--- config.mk ---
export PLATFORM = sky130hd
export DESIGN_NAME = frogger_traffic_core
export DESIGN_NICKNAME = d
export VERILOG_FILES = /design/src/rtl/frogger_traffic_core.sv
export SDC_FILE = /design/constraint.sdc
export NUM_CORES = 1
export LEC_CHECK = 0
export BUFFER_PORTS_ARGS = -buffer_cell sky130_fd_sc_hd__clkbuf_2
export CAP_MARGIN = 40
export CORE_MARGIN = 2
export CORE_UTILIZATION = 25
export CTS_BUF_LIST = sky130_fd_sc_hd__clkbuf_8 sky130_fd_sc_hd__clkbuf_16
export DETAILED_ROUTE_END_ITERATION = 8
export SLEW_MARGIN = 20
export SYNTH_ARGS = -nofsm -noshare
export SYNTH_HDL_FRONTEND = slang
export SYNTH_SLANG_ARGS = --single-unit
export TNS_END_PERCENT = 10
--- constraint.sdc ---
create_clock -name i_Clk -period 2.01 [get_ports i_Clk]
set_clock_uncertainty 0.15 [all_clocks]
set_input_delay 0.402 -clock i_Clk [delete_from_list [all_inputs] [get_ports i_Clk]]
set_output_delay 0.402 -clock i_Clk [all_outputs]
set_load 0.02 [all_outputs]
--- src/rtl/frogger_traffic_core.sv ---
// Traffic/raster core: rebuilds pixel col/row from syncs, steps five cars, flags frog hits and car tiles.
// Latency: syncs, counters, car X and collision are 1 clock; o_Car_Pixel is combinational from registers.
// Backpressure: none; free-running every clock, no stall input.
//
// Ports: i_Clk/i_Rst_L clock and async active-low reset; i_HSync/i_VSync raw syncs in,
// o_HSync/o_VSync one-clock delayed copies; i_Frogger_X/Y frog tile; o_Col_Count/o_Row_Count
// raster position; o_Car_X/o_Car_Y packed 6-bit car tiles (car n at [6n-1:6n-6]);
// o_Car_Pixel raster tile holds a car; o_Collided frog shares a tile with any car.
module frogger_traffic_core #(
    parameter int TOTAL_COLS   = 800,
    parameter int TOTAL_ROWS   = 525,
    parameter int MAX_X        = 14,
    parameter int CAR_SPEED    = 1,
    parameter int SLOW_COUNT_1 = 4000000,
    parameter int SLOW_COUNT_2 = 5000000,
    parameter int SLOW_COUNT_3 = 3700000,
    parameter int SLOW_COUNT_4 = 4500000,
    parameter int SLOW_COUNT_5 = 4200000,
    parameter int INIT_Y_1     = 11,
    parameter int INIT_Y_2     = 10,
    parameter int INIT_Y_3     = 9,
    parameter int INIT_Y_4     = 8,
    parameter int INIT_Y_5     = 7
) (
    input  logic        i_Clk,
    input  logic        i_Rst_L,
    input  logic        i_HSync,
    input  logic        i_VSync,
    input  logic [5:0]  i_Frogger_X,
    input  logic [5:0]  i_Frogger_Y,
    output logic        o_HSync,
    output logic        o_VSync,
    output logic [9:0]  o_Col_Count,
    output logic [9:0]  o_Row_Count,
    output logic [29:0] o_Car_X,
    output logic [29:0] o_Car_Y,
    output logic        o_Car_Pixel,
    output logic        o_Collided
);

    localparam int NUM_CARS = 5;
    localparam int SLOW_COUNT [NUM_CARS] = '{SLOW_COUNT_1, SLOW_COUNT_2, SLOW_COUNT_3,
                                             SLOW_COUNT_4, SLOW_COUNT_5};
    localparam int INIT_Y [NUM_CARS]     = '{INIT_Y_1, INIT_Y_2, INIT_Y_3, INIT_Y_4, INIT_Y_5};

    localparam logic [9:0] LAST_COL = 10'(TOTAL_COLS - 1);
    localparam logic [9:0] LAST_ROW = 10'(TOTAL_ROWS - 1);

    // Rising edge of VSync, seen against the delayed copy.
    logic frame_start;
    assign frame_start = i_VSync & ~o_VSync;

    always_ff @(posedge i_Clk or negedge i_Rst_L) begin
        if (!i_Rst_L) begin
            o_HSync <= 1'b0;
            o_VSync <= 1'b0;
        end else begin
            o_HSync <= i_HSync;
            o_VSync <= i_VSync;
        end
    end

    // Frame start wins over the normal increment/wrap.
    always_ff @(posedge i_Clk or negedge i_Rst_L) begin
        if (!i_Rst_L) begin
            o_Col_Count <= '0;
            o_Row_Count <= '0;
        end else if (frame_start) begin
            o_Col_Count <= '0;
            o_Row_Count <= '0;
        end else if (o_Col_Count == LAST_COL) begin
            o_Col_Count <= '0;
            o_Row_Count <= (o_Row_Count == LAST_ROW) ? 10'd0 : o_Row_Count + 10'd1;
        end else begin
            o_Col_Count <= o_Col_Count + 10'd1;
        end
    end

    // Raster tile, zero-extended to the 6-bit car coordinate width.
    logic [5:0] tile_col;
    logic [5:0] tile_row;
    assign tile_col = {1'b0, o_Col_Count[9:5]};
    assign tile_row = {1'b0, o_Row_Count[9:5]};

    logic [NUM_CARS-1:0] hit_frog;
    logic [NUM_CARS-1:0] hit_tile;

    for (genvar g = 0; g < NUM_CARS; g++) begin : g_car
        localparam logic [31:0] LAST_TICK = 32'(SLOW_COUNT[g] - 1);
        localparam logic [5:0]  CAR_Y     = 6'(INIT_Y[g]);

        logic [31:0] prescale_q;
        logic [5:0]  x_q;
        logic [6:0]  next_x;

        // One extra bit so a step past the lane end is seen rather than wrapping silently.
        assign next_x = {1'b0, x_q} + 7'(CAR_SPEED);

        always_ff @(posedge i_Clk or negedge i_Rst_L) begin
            if (!i_Rst_L) begin
                prescale_q <= '0;
                x_q        <= '0;
            end else if (prescale_q == LAST_TICK) begin
                prescale_q <= '0;
                x_q        <= (next_x >= 7'(MAX_X)) ? 6'd0 : next_x[5:0];
            end else begin
                prescale_q <= prescale_q + 32'd1;
            end
        end

        assign o_Car_X[6*g +: 6] = x_q;
        assign o_Car_Y[6*g +: 6] = CAR_Y;
        assign hit_frog[g]       = (x_q == i_Frogger_X) && (CAR_Y == i_Frogger_Y);
        assign hit_tile[g]       = (x_q == tile_col) && (CAR_Y == tile_row);
    end

    // Compares pre-edge car positions, so a car move shows up one clock later.
    always_ff @(posedge i_Clk or negedge i_Rst_L) begin
        if (!i_Rst_L) begin
            o_Collided <= 1'b0;
        end else begin
            o_Collided <= |hit_frog;
        end
    end

    assign o_Car_Pixel = |hit_tile;

endmodule

### After elaboration in Yosys (flattened, before gate mapping)

Index checks and enable logic that the tools add are counted.
W data, S select, Z words.

| storage, ports and cells | value |
|---|---|
| logic and storage cells | 89 |
| output and inout port bits | 84 |
| register bits | 213 |
| bits of input ports | 16 |

| operators by class | value |
|---|---|
| add/subtract/negate cells | 12 |
| bitwise logic cells | 2 |
| muxes and demuxes | 15 |
| eq/ne operators | 27 |
| $lt $le $gt $ge | 5 |
| reduce and logical (&&, ||, !) cells | 13 |

Operators with widths:

| cell | count |
|---|---|
| $add A32 B1 Y32 const B | 5 |
| $mux W32 | 5 |
| $eq A32 B23 Y1 const B | 3 |
| $eq A32 B22 Y1 const B | 2 |
| $mux W10 | 5 |
| $add A6 B1 Y7 const B | 5 |
| $ge A7 B4 Y1 const B | 5 |
| $eq A6 B5 Y1 | 5 |
| $eq A6 B6 Y1 | 5 |
| $mux W6 | 5 |
| $eq A4 B6 Y1 const A | 4 |
| $add A10 B1 Y10 const B | 2 |
| $eq A10 B10 Y1 const B | 2 |
| $eq A4 B5 Y1 const A | 4 |
| $logic_and A1 B1 Y1 | 10 |
| $reduce_or A5 Y1 | 2 |
| $eq A3 B6 Y1 const A | 1 |
| $eq A3 B5 Y1 const A | 1 |
| $reduce_bool A2 Y1 | 1 |
| $and A1 B1 Y1 | 1 |
| $not A1 Y1 | 1 |

### Longest topological paths before layout

Gate-level depths: netlist (run 1).

| depth | value |
|---|---|
| depth after elaboration | 4 |
| mapped depth | 8 |
| gate-level depth less buffers | 7 |

### Worst setup path after synthesis (run 1)

Ideal clock, no wire load.

| timing path | value |
|---|---|
| path type | register to output |
| start point | reg o_Col_Count[5] |
| end point | out o_Car_Pixel |
| buffers on the path | 1 |
| required time | 1458 ps |
| cell stages (with the launch flop) | 7 |
| setup slack | -344 ps |
| arrival | 1802 ps |
| path through | dfrtp_1 clkbuf_1 xnor2_1 nand3_1 nor4_1 a41oi_1 a31oi_1 |

| between the ends | value |
|---|---|
| cells in the longest elaborated chain, start to end | 3 |
| elaborated cells between the ends (all ways) | 11 |
| those cells by class | 5 x eq/ne; 6 x reduce/logical |

Ends and longest elaborated chain:

| item | line | source |
|---|---|---|
| start: declaration | 33 | `output logic [9:0] o_Col_Count,` |
| start signal: assignment | 75 | `o_Col_Count <= o_Col_Count + 10'd1;` |
| $eq A6 B5 Y1 | 114 | `assign hit_tile[g] = (x_q == tile_col) && (CAR_Y == tile_row);` |
| $logic_and A1 B1 Y1 | 114 |  |
| $reduce_or A5 Y1 * | 126 | `assign o_Car_Pixel = \|hit_tile;` |
| end: declaration | 37 | `output logic o_Car_Pixel,` |

Mark *: on every way between the ends. The rest lies on a longest branch, timed or not.

### Worst setup path in the final report (run 1)

| timing path | value |
|---|---|
| start point | reg o_Col_Count[9] |
| end point | out o_Car_Pixel |

The elaborated chain is that of the path after synthesis.

==> results.md, run 1 <==
* Final Max Tran Viols at 0
* Post-route ant nets at 0
* Finished Cell Area at 0.0152 mm^2
* WP depth at 6
* N_diodes at 0
* Yosys cell types at 64
* Wire per inst at 14.3 um
* Worst path cell trace: xnor2_2, nand3_1, nor4_2, a41oi_1, a31oi_2, clkbuf_8
* PwrDens at 635 mW/mm^2
* Critical path's top delay family: flip-flops
* Setup TNS at -0.981 ns
* Hold Crit Class: input pin to asynchronous set/reset pin
* Initial Util at 0.253
* CP max-delay cell: dfrtp_2
* Clk sinks at 213
* DIE WIDTH at 218 um
* Cell taking the most area after synthesis: dfrtp_1
* Vias per cell at 4.55
* Final hold violations at 0
* Crit path time final at 2.73 ns
* Aggregate routed wire length at 29,300 um
* Startpoint types: register
* Die outline height at 218 um
* Synthesized flop and latch total at 213
* Syn avg cell area at 9.75 um^2
* DP Area at 0.0138 mm^2
* CTS root buffer: clkbuf_16
* Synth top area cells: dfrtp_1 (46%), xnor2_1 (9.2%), xor2_1 (7.0%)
* Async S/R FF share, synth at 1.00
* Global-route wire length before repair at 47,700 um
* Worst-path fanout max at 5
* Dominant synthesized flop cell: dfrtp_1
* Setup CP Type: register to primary output
* Largest net degree at the start of global routing at 62
* Core area at 0.0453 mm^2
* Die area at 0.0476 mm^2
* Vias in the first global route at 9,271
* Fmax at 366 MHz
* RSZ-0062 raised after global routing: yes
* DRC violations left at 0
* Pre-Repair DR Iteration Count at 5
* Max rail drop VDD at 0.688 mV
* P_leak at 7.01 nW
* Overflow after GRT at 0
* CP required at 1.46 ns
* CTS Buffer Depth at 3
* Area grow syn2layout at 32.7%
* Hold WS at 0.165 ns
* Gpl congestion at 0.826
* Sequential area share after synthesis at 0.465
* Share of cells above drive strength 1 at 0.278
* Status: finished with violations
* Mapped cell area at 0.0115 mm^2
* Worst path bufs/invs at 1
* Antenna violations before repair at 0
* GRT Util Overall at 0.122
* Reg2reg path depth at 5
* Critical Path End Type: primary output
* Final HPWL DP at 21,900 um
* Power Total at 9.66 mW
* # IOs at 100
* Total of max-cap violations at 0
* Via count at 9,350
* Final setup margin at -0.720 ns
* # setup viols final at 8
* Yosys warnings at 0
* Mapped Cells at 1,176
* Post-route clock period utilization at 1.36
* Cell row count at 78
* Initial DRC Count at 462
* NumNets Final at 1,468
* Post-synth top area share at 0.465
* Clock Pin Slew Worst Setup and Hold Paths at 0.06 ns
* CTS buffer count at 27
* CP peak stage delay at 0.47 ns
* Number of port buffers at 69
* Failing checks: negative setup slack
* H-tree depth reported by CTS at 1
* Count of flip-flops with a built-in enable after synthesis at 0
* TritonCTS clock tree: done
* Clk_lat worst skew at 0.53 ns
* WP data arrival at 2.18 ns
-- per-layer routing --
layer  vias to the layer above  track usage  part of all wire
met3                        44       0.0270             0.046
met5                         -            0                 0
met2                       136        0.207              0.48
met1                      4607        0.155              0.45
li1                       4563            -                 -
met4                         0       0.0354             0.028
-- placed cells by master, fill, tap and decap left out, types with 39 or more instances in the layout --
| master | instances |
|---|---|
| clkbuf_2 | 63 |
| xnor2_1 | 118 |
| inv_1 | 39 |
| nand4_1 | 59 |
| nand2_1 | 77 |
| xor2_1 | 91 |
| buf_4 | 193 |
| nor2_1 | 115 |
| dfrtp_1 | 200 |
| nand3_1 | 68 |
-- flip-flops by register name, summed over array words and instances, names as in the netlist --
signal / cells
o_Col_Count: 10
o_Row_Count: 10
o_HSync: 1
o_Collided: 1
g_car.prescale_q: 160
g_car.x_q: 30
o_VSync: 1
-- cell families after synthesis --
kind of cell    share of synthesized area
compound gates                     0.0507
xor+xnor                            0.163
fa+ha+maj                          0.0196
buf+inv                            0.0477
flops                               0.465
mux                               0.00622
other cells                      0.000655
simple gates                        0.248
-- stage by stage --
stage	cells	utilization	setup slack (ns)
floorplan	1204	-	-0.0904
global route	2053	0.336	-0.780
global placement	1988	0.304	-0.233
CTS	2049	0.330	-0.739
finish	2053	0.336	-0.720
detailed placement	1988	0.304	-0.227
-- cell type report --
cell class / instances / area, um^2
Multi-Input combinational cell: 878 / 6060
Tap cell: 600 / 751
Clock buffer: 36 / 800
Clock inverter: 12 / 108
Fill cell: 4580 / 30100
Timing Repair Buffer: 279 / 2020
Inverter: 35 / 131
Sequential cell: 213 / 5350
-- worst reg2reg max path: stages, from the launching register on --
cell and delay (ns):
dfrtp_1 0.38, nor4b_2 0.28, nand4_1 0.17, or4_4 0.52, or4b_1 0.48, o21ai_1 0.08
-- Yosys cell counts, types with 22 or more instances --
master	n
xor2_1	92
nor2_1	123
dfrtp_1	213
clkbuf_1	40
nand2_1	79
buf_4	30
nand3_1	70
nand4_1	59
and3_1	28
inv_1	35
xnor2_1	121
o21ai_0	22
nor3_1	26
nor4_1	31
-- power breakdown --
| group | leakage (nW) | switching [mW] | internal, mW |
|---|---|---|---|
| logic | 3.67 | 0.308 | 0.149 |
| registers | 2.87 | 0.0372 | 4.33 |
| clock network | 0.473 | 1.83 | 3.01 |
-- final timing paths --
path	startpoint	endpoint	slack, ns
max in group asynchronous	i_Rst_L	g_car[1].prescale_q[9]	0.91
hold / removal	i_Rst_L	g_car[4].prescale_q[31]	0.17
setup / recovery	o_Col_Count[9]	o_Car_Pixel	-0.72
setup reg to reg	g_car[2].prescale_q[17]	g_car[2].x_q[1]	-0.13
hold reg to reg	g_car[4].prescale_q[31]	g_car[4].prescale_q[31]	0.32
min in group i_Clk	i_Frogger_Y[3]	o_Collided	0.23
-- timing repair --
| item | 4_1_cts | 5_1_grt |
|---|---|---|
| endpoints found under the hold margin | 216 | 0 |
| pin swaps | 8 | 23 |
| endpoints found under the setup margin | 41 | 84 |
| cloned | 1 | 0 |
| hold buffers | 5 | 0 |
| gates resized for setup | 37 | 59 |
| buffers inserted | 7 | 4 |
Note: power is estimated with default switching activity, not from simulation.
==> run 2: changes to the inputs <==
Settings changed: ABC_AREA set to 1, GPL_TIMING_DRIVEN set to 0, PLACE_DENSITY set to 0.41.
==> run 2 against run 1 <==
  * The flow still finishes with violations (negative setup slack)
  * Hold slack got worse by 0.057 ns
  * Synthesized cell count rose by 75%
  * Cell count rose by 45%
  * Sequential share of layout area fell by 3.1 points
  * Clock-buffer cell count rose by 1
  * Die area is 21% higher
  * First-iteration DRC count up 51%
  * Wire length grew 41%
  * Global-route usage is 2.2 points higher
  * Synthesized area rose by 21%
  * Via count grew 35%
==> results.md, run 2 <==
* Fillers at 6,042
* Reg2Reg Setup Slack at 0.15 ns
* CTS buffer count at 29
* DRC violations left at 0
* Worst path bufs/invs at 3
* RSZ-0062 raised after global routing: yes
* Setup TNS at -0.513 ns
* Commonest cells in the netlist: nand2_1 (602), nor2_1 (366), inv_1 (322)
* Aggregate routed wire length at 41,300 um
* Yosys warnings at 0
* Total of max-cap violations at 0
* Status: finished with violations
* Crit Reg-Reg Startpoint: g_car[4].prescale_q[0]
* CTS root buffer: clkbuf_16
* Final hold violations at 0
* Mapped Cells at 2,062
* Worst Hold Depth at 5
* Async S/R FF share, synth at 1.00
* Max rail drop VDD at 0.686 mV
* Fmax at 396 MHz
* Count leader, synth: nand2_1
* Clk sinks at 213
* CP required at 1.46 ns
* WP data arrival at 1.97 ns
* Reg-to-Reg End: g_car[4].prescale_q[22]
* Final cell count without fillers at 2,981
* Power Total at 10.2 mW
* Share of cells above drive strength 1 at 0.124
* Post-synth top area share at 0.384
* Mapped cell area at 0.0139 mm^2
* Worst slew margin at 0.651
* Global-route wire length before repair at 66,000 um
* Crit path time final at 2.52 ns
* TritonCTS clock tree: done
* Antenna violations before repair at 5
* Multi-input gate area at 0.00715 mm^2
* Final HPWL DP at 31,800 um
* Cell taking the most area after synthesis: dfrtp_1
* Dominant synthesized flop cell: dfrtp_1
* NumNets Final at 2,244
* Max FFs per register at 160
* Hold Path End: o_Collided
* Syn avg cell area at 6.73 um^2
* P_leak at 8.31 nW
* Gpl congestion at 0.883
* PwrDens at 614 mW/mm^2
* Clk_lat worst skew at 0.57 ns
* Initial DRC Count at 698
* CP peak stage delay at 0.36 ns
* Finished Cell Area at 0.0167 mm^2
* GRT Util Overall at 0.144
* Final setup margin at -0.513 ns
* Setup CP Type: register to primary output
* Commonest cells after routing, fill and taps aside: nand2_1 (597), nor2_1 (355), inv_1 (323), dfrtp_1 (199), nand3_1 (124)
* Failing checks: negative setup slack
* Number of port buffers at 66
* Wire per inst at 13.9 um
* CP max-delay cell: dfrtp_1
* Overflow after GRT at 0
* Hold Crit Class: input pin to register
* Largest register by flop count: g_car.prescale_q
* Placed Cells at 2,906
* Vias in the first global route at 12,200
* Via count at 12,600
* DP Area at 0.0153 mm^2
* Area grow syn2layout at 20.2%
* Synth top area cells: dfrtp_1 (38%), nand2_1 (16%), nor2_1 (9.9%)
* Vias per cell at 4.23
* Most common cell after layout, fill and taps aside: nand2_1
* Clock Pin Slew Worst Setup and Hold Paths at 0.06 ns
* Reg2reg path depth at 10
* Post-route clock period utilization at 1.26
* Area occupied by registers at 0.00535 mm^2
* Worst path cell trace: buf_6, clkinvlp_4, nand2_2, nand2_2, nand2_2, nor2_2, nand3_1, nand2_1, nor2_2, nand2_2, buf_8
* Sequential area share after synthesis at 0.384
* Die area at 0.0574 mm^2
* Core area at 0.0550 mm^2
* Largest net degree at the start of global routing at 82
* Yosys cell types at 43
* Die outline height at 240 um
* Critical Path End Type: primary output
* CTS Buffer Depth at 3
* Worst slew pin tran at 0.524 ns
* Critical path's top delay family: simple AND/OR/NAND/NOR gates
* # setup viols final at 1
* # IOs at 100
* Startpoint types: register
* Pre-Repair DR Iteration Count at 5
* WP depth at 11
* Post-route ant nets at 0
* Cell row count at 86
* DIE WIDTH at 240 um
* Biggest regs: g_car.prescale_q (160), g_car.x_q (30)
* H-tree depth reported by CTS at 1
* Worst-path fanout max at 6
* Hold_sp: i_Frogger_Y[2]
* Count of flip-flops with a built-in enable after synthesis at 0
* Initial Util at 0.252
* Crit path top cell by count: nand2_2
* Final Max Tran Viols at 0
* Synthesized flop and latch total at 213
run 2: cell types whose count changed in the layout (fill, tap and decap cells not counted), sizes merged, moves of 12 or more:
cell	before	now
a31oi	13	1
and3	28	2
and4	18	0
buf	208	65
inv	41	336
nand2	79	609
nand3	70	129
nand4	61	49
nor2	123	387
nor2b	14	0
nor3	27	101
nor4	33	4
nor4b	14	0
xnor2	121	11
run 2: how the worst max path moves through the flow:
stage                        start                      end  slack, ns
finish              o_Col_Count[5]              o_Car_Pixel      -0.51
global route        o_Col_Count[5]              o_Car_Pixel      -0.62
CTS                 o_Col_Count[5]              o_Car_Pixel      -0.54
detailed placement  o_Col_Count[9]              o_Car_Pixel      -0.35
global placement           i_Rst_L  g_car[2].prescale_q[30]      -4.52
floorplan           o_Col_Count[5]              o_Car_Pixel       0.19
run 2: worst min-delay path: stages:
cell,delay (ns)
clkbuf_2,0.10
inv_1,0.06
nor4_1,0.06
nand4_1,0.09
nand2_1,0.06
run 2: layout make-up:
class	count	share of cell area
multi-input cells	1494	0.429
well taps	748	0.0561
repair buffers	92	0.0367
diodes	1	0.000150
clock buffers	37	0.0501
plain buffers	47	0.0217
clock inverters	16	0.0106
flip-flops and latches	213	0.321
inverters	333	0.0756
run 2: kinds of logic after synthesis:
logic type               synth area share
other                            0.000541
buffers and inverters               0.116
XOR/XNOR                           0.0662
flip-flops                          0.384
AND/OR/NAND/NOR                     0.399
adder cells (fa/ha/maj)            0.0162
AO/OA/AOI/OAI                      0.0182
run 2: layer usage:
metal	global-route usage	wire, um
met3	0.0313	2120
met5	0	49
met4	0.0424	1250
met2	0.235	18600
met1	0.192	19300
run 2: power by group:
part | internal, mW | switching (mW) | leakage (nW) | total (mW)
sequential | 4.32 | 0.0296 | 2.88 | 4.35
combinational | 0.130 | 0.299 | 4.91 | 0.428
clock | 3.41 | 2.05 | 0.519 | 5.46
run 2: what timing repair did:
item	CTS	global route
setup buffers	15	5
resized for setup	29	35
cloned	0	0
hold buffers	4	0
endpoints found under the hold margin	55	0
setup endpoints to repair	4	81
pin swaps	1	9
run 2: per-stage QoR:
| step | worst slack (ns) | hold WS (ns) | utilization |
|---|---|---|---|
| floorplan | 0.185 | -0.0436 | - |
| global placement | -4.52 | 0.303 | 0.277 |
| detailed placement | -0.350 | 0.279 | 0.279 |
| CTS | -0.542 | 0.0392 | 0.301 |
| global route | -0.623 | 0.0962 | 0.303 |
| finish | -0.513 | 0.108 | 0.303 |
==> run 3: changes to the inputs <==
Settings changed: SKIP_LAST_GASP set to 1.
==> run 3 against run 2 <==
  * The run still ends with negative setup slack left
  * Wire length barely moved
  * Total power barely moved
  * Sequential power barely moved
  * Die area did not move
  * Critical path type unchanged
  * Critical endpoint unchanged
  * Largest cell class unchanged
==> results.md, run 3 (same netlist as run 2, synthesis figures left out) <==
* Core area at 0.0550 mm^2
* Post-route clock period utilization at 1.26
* Die outline height at 240 um
* WP data arrival at 1.98 ns
* Max FFs per register at 160
* CP required at 1.46 ns
* Critical Path End Type: primary output
* Area occupied by registers at 0.00534 mm^2
* Initial DRC Count at 677
* # setup viols final at 2
* Aggregate routed wire length at 41,300 um
* Area grow syn2layout at 19.9%
* Startpoint types: register
* Clk sinks at 213
* Cell row count at 86
* CTS buffer count at 29
* Antenna violations before repair at 5
* RSZ-0062 raised after global routing: yes
* Number of port buffers at 66
* Initial Util at 0.252
* Via count at 12,600
* Total of max-cap violations at 0
* Clock Pin Slew Worst Setup and Hold Paths at 0.06 ns
* NumNets Final at 2,244
* Largest register by flop count: g_car.prescale_q
* CTS Buffer Depth at 3
* PwrDens at 615 mW/mm^2
* Multi-input gate area at 0.00713 mm^2
* Most common cell after layout, fill and taps aside: nand2_1
* Worst slew margin at 0.652
* # IOs at 100
* Share of cells above drive strength 1 at 0.117
* Wire per inst at 13.9 um
* Setup CP Type: register to primary output
* DP Area at 0.0153 mm^2
* Vias per cell at 4.24
* Finished Cell Area at 0.0166 mm^2
* CTS root buffer: clkbuf_16
* Final Max Tran Viols at 0
* DIE WIDTH at 240 um
* Fillers at 6,046
* Vias in the first global route at 12,200
* Gpl congestion at 0.883
* DRC violations left at 0
* GRT Util Overall at 0.144
* Post-route ant nets at 0
* Clk_lat worst skew at 0.57 ns
* Hold Crit Class: input pin to register
* P_leak at 8.31 nW
* Max rail drop VDD at 0.688 mV
* Global-route wire length before repair at 66,000 um
* Failing checks: negative setup slack
* Final hold violations at 0
* Final setup margin at -0.525 ns
* Pre-Repair DR Iteration Count at 5
* Die area at 0.0574 mm^2
* Pre-CTS setup slack at -0.350 ns
* Commonest cells after routing, fill and taps aside: nand2_1 (598), nor2_1 (359), inv_1 (323), dfrtp_1 (205), nand3_1 (124)
* Overflow after GRT at 0
* Worst-path fanout max at 6
* Status: finished with violations
* Worst slew pin tran at 0.522 ns
* Biggest regs: g_car.prescale_q (160), g_car.x_q (30)
* H-tree depth reported by CTS at 1
* TritonCTS clock tree: done
* Crit path time final at 2.54 ns
* Final HPWL DP at 31,800 um
* Fmax at 394 MHz
* Largest net degree at the start of global routing at 82
## run 3: changes by cell type in the layout (fill, tap and decap cells not counted), moves of 2 or more
| cell | change |
|---|---|
| dfrtp_1 | +6 |
| ha_1 | +3 |
| buf_4 | +2 |
| nor2_2 | -4 |
| buf_6 | -3 |
| dfrtp_2 | -6 |
| ha_2 | -3 |
| nor2_1 | +4 |
## run 3: final timing paths
kind | slack, ns | endpoint | depth (start not counted) | startpoint
max in group asynchronous | 0.61 | o_Row_Count[7] | 3 | i_Rst_L
hold / removal | 0.1 | o_Collided | 5 | i_Frogger_Y[2]
min in group asynchronous | 0.24 | o_HSync | 2 | i_Rst_L
setup reg to reg | 0.07 | g_car[0].prescale_q[0] | 9 | g_car[0].prescale_q[0]
setup / recovery | -0.53 | o_Car_Pixel | 11 | o_Col_Count[5]
hold reg to reg | 0.31 | g_car[2].prescale_q[0] | 1 | g_car[2].prescale_q[0]
## run 3: report_power, final
part	leakage (nW)	total, mW	switching (mW)	internal [mW]
clock	0.519	5.46	2.05	3.41
sequential	2.88	4.35	0.0292	4.32
combinational	4.91	0.428	0.298	0.129
## run 3: per-stage QoR
stage	power, mW	std cells	TNS (ns)	utilization	hold slack (ns)
finish	10.2	2981	-0.559	0.303	0.0953
global route	10.7	2981	-3.20	0.303	0.0962
CTS	10.5	2975	-0.656	0.301	0.0392
detailed placement	4.86	2906	-1.77	0.279	0.279
global placement	4.84	2904	-957.42	0.277	0.303
floorplan	4.66	2090	0	-	-0.0436
## run 3: routing by layer
layer / track usage / part of all wire
met1: 0.192 / 0.47
met2: 0.235 / 0.45
met4: 0.0424 / 0.029
met3: 0.0313 / 0.052
met5: 0 / 0.0012
## run 3: critical path: stages, from the launching register on
cell        delay (ns)
dfrtp_1           0.36
buf_6             0.15
clkinvlp_4        0.15
nand2_2           0.09
nand2_2           0.05
nand2_2           0.06
nor2_2            0.03
nand3_1           0.05
nand2_1           0.08
nor2_2            0.12
nand2_2           0.11
buf_8             0.15
## run 3: final cells by class
type,count,area share
clock buffers,37,0.0502
plain buffers,47,0.0217
multi-input cells,1494,0.428
well taps,748,0.0562
flip-flops and latches,213,0.321
repair buffers,92,0.0359
inverters,333,0.0757
diodes,1,0.000150
clock inverters,16,0.0107
## run 3: repair_timing
| item | in CTS | in global routing |
|---|---|---|
| setup buffers | 15 | 5 |
| setup endpoints to repair | 4 | 90 |
| pin swaps | 1 | 8 |
| hold buffers | 4 | 0 |
| endpoints found under the hold margin | 55 | 0 |
| resized for setup | 26 | 20 |
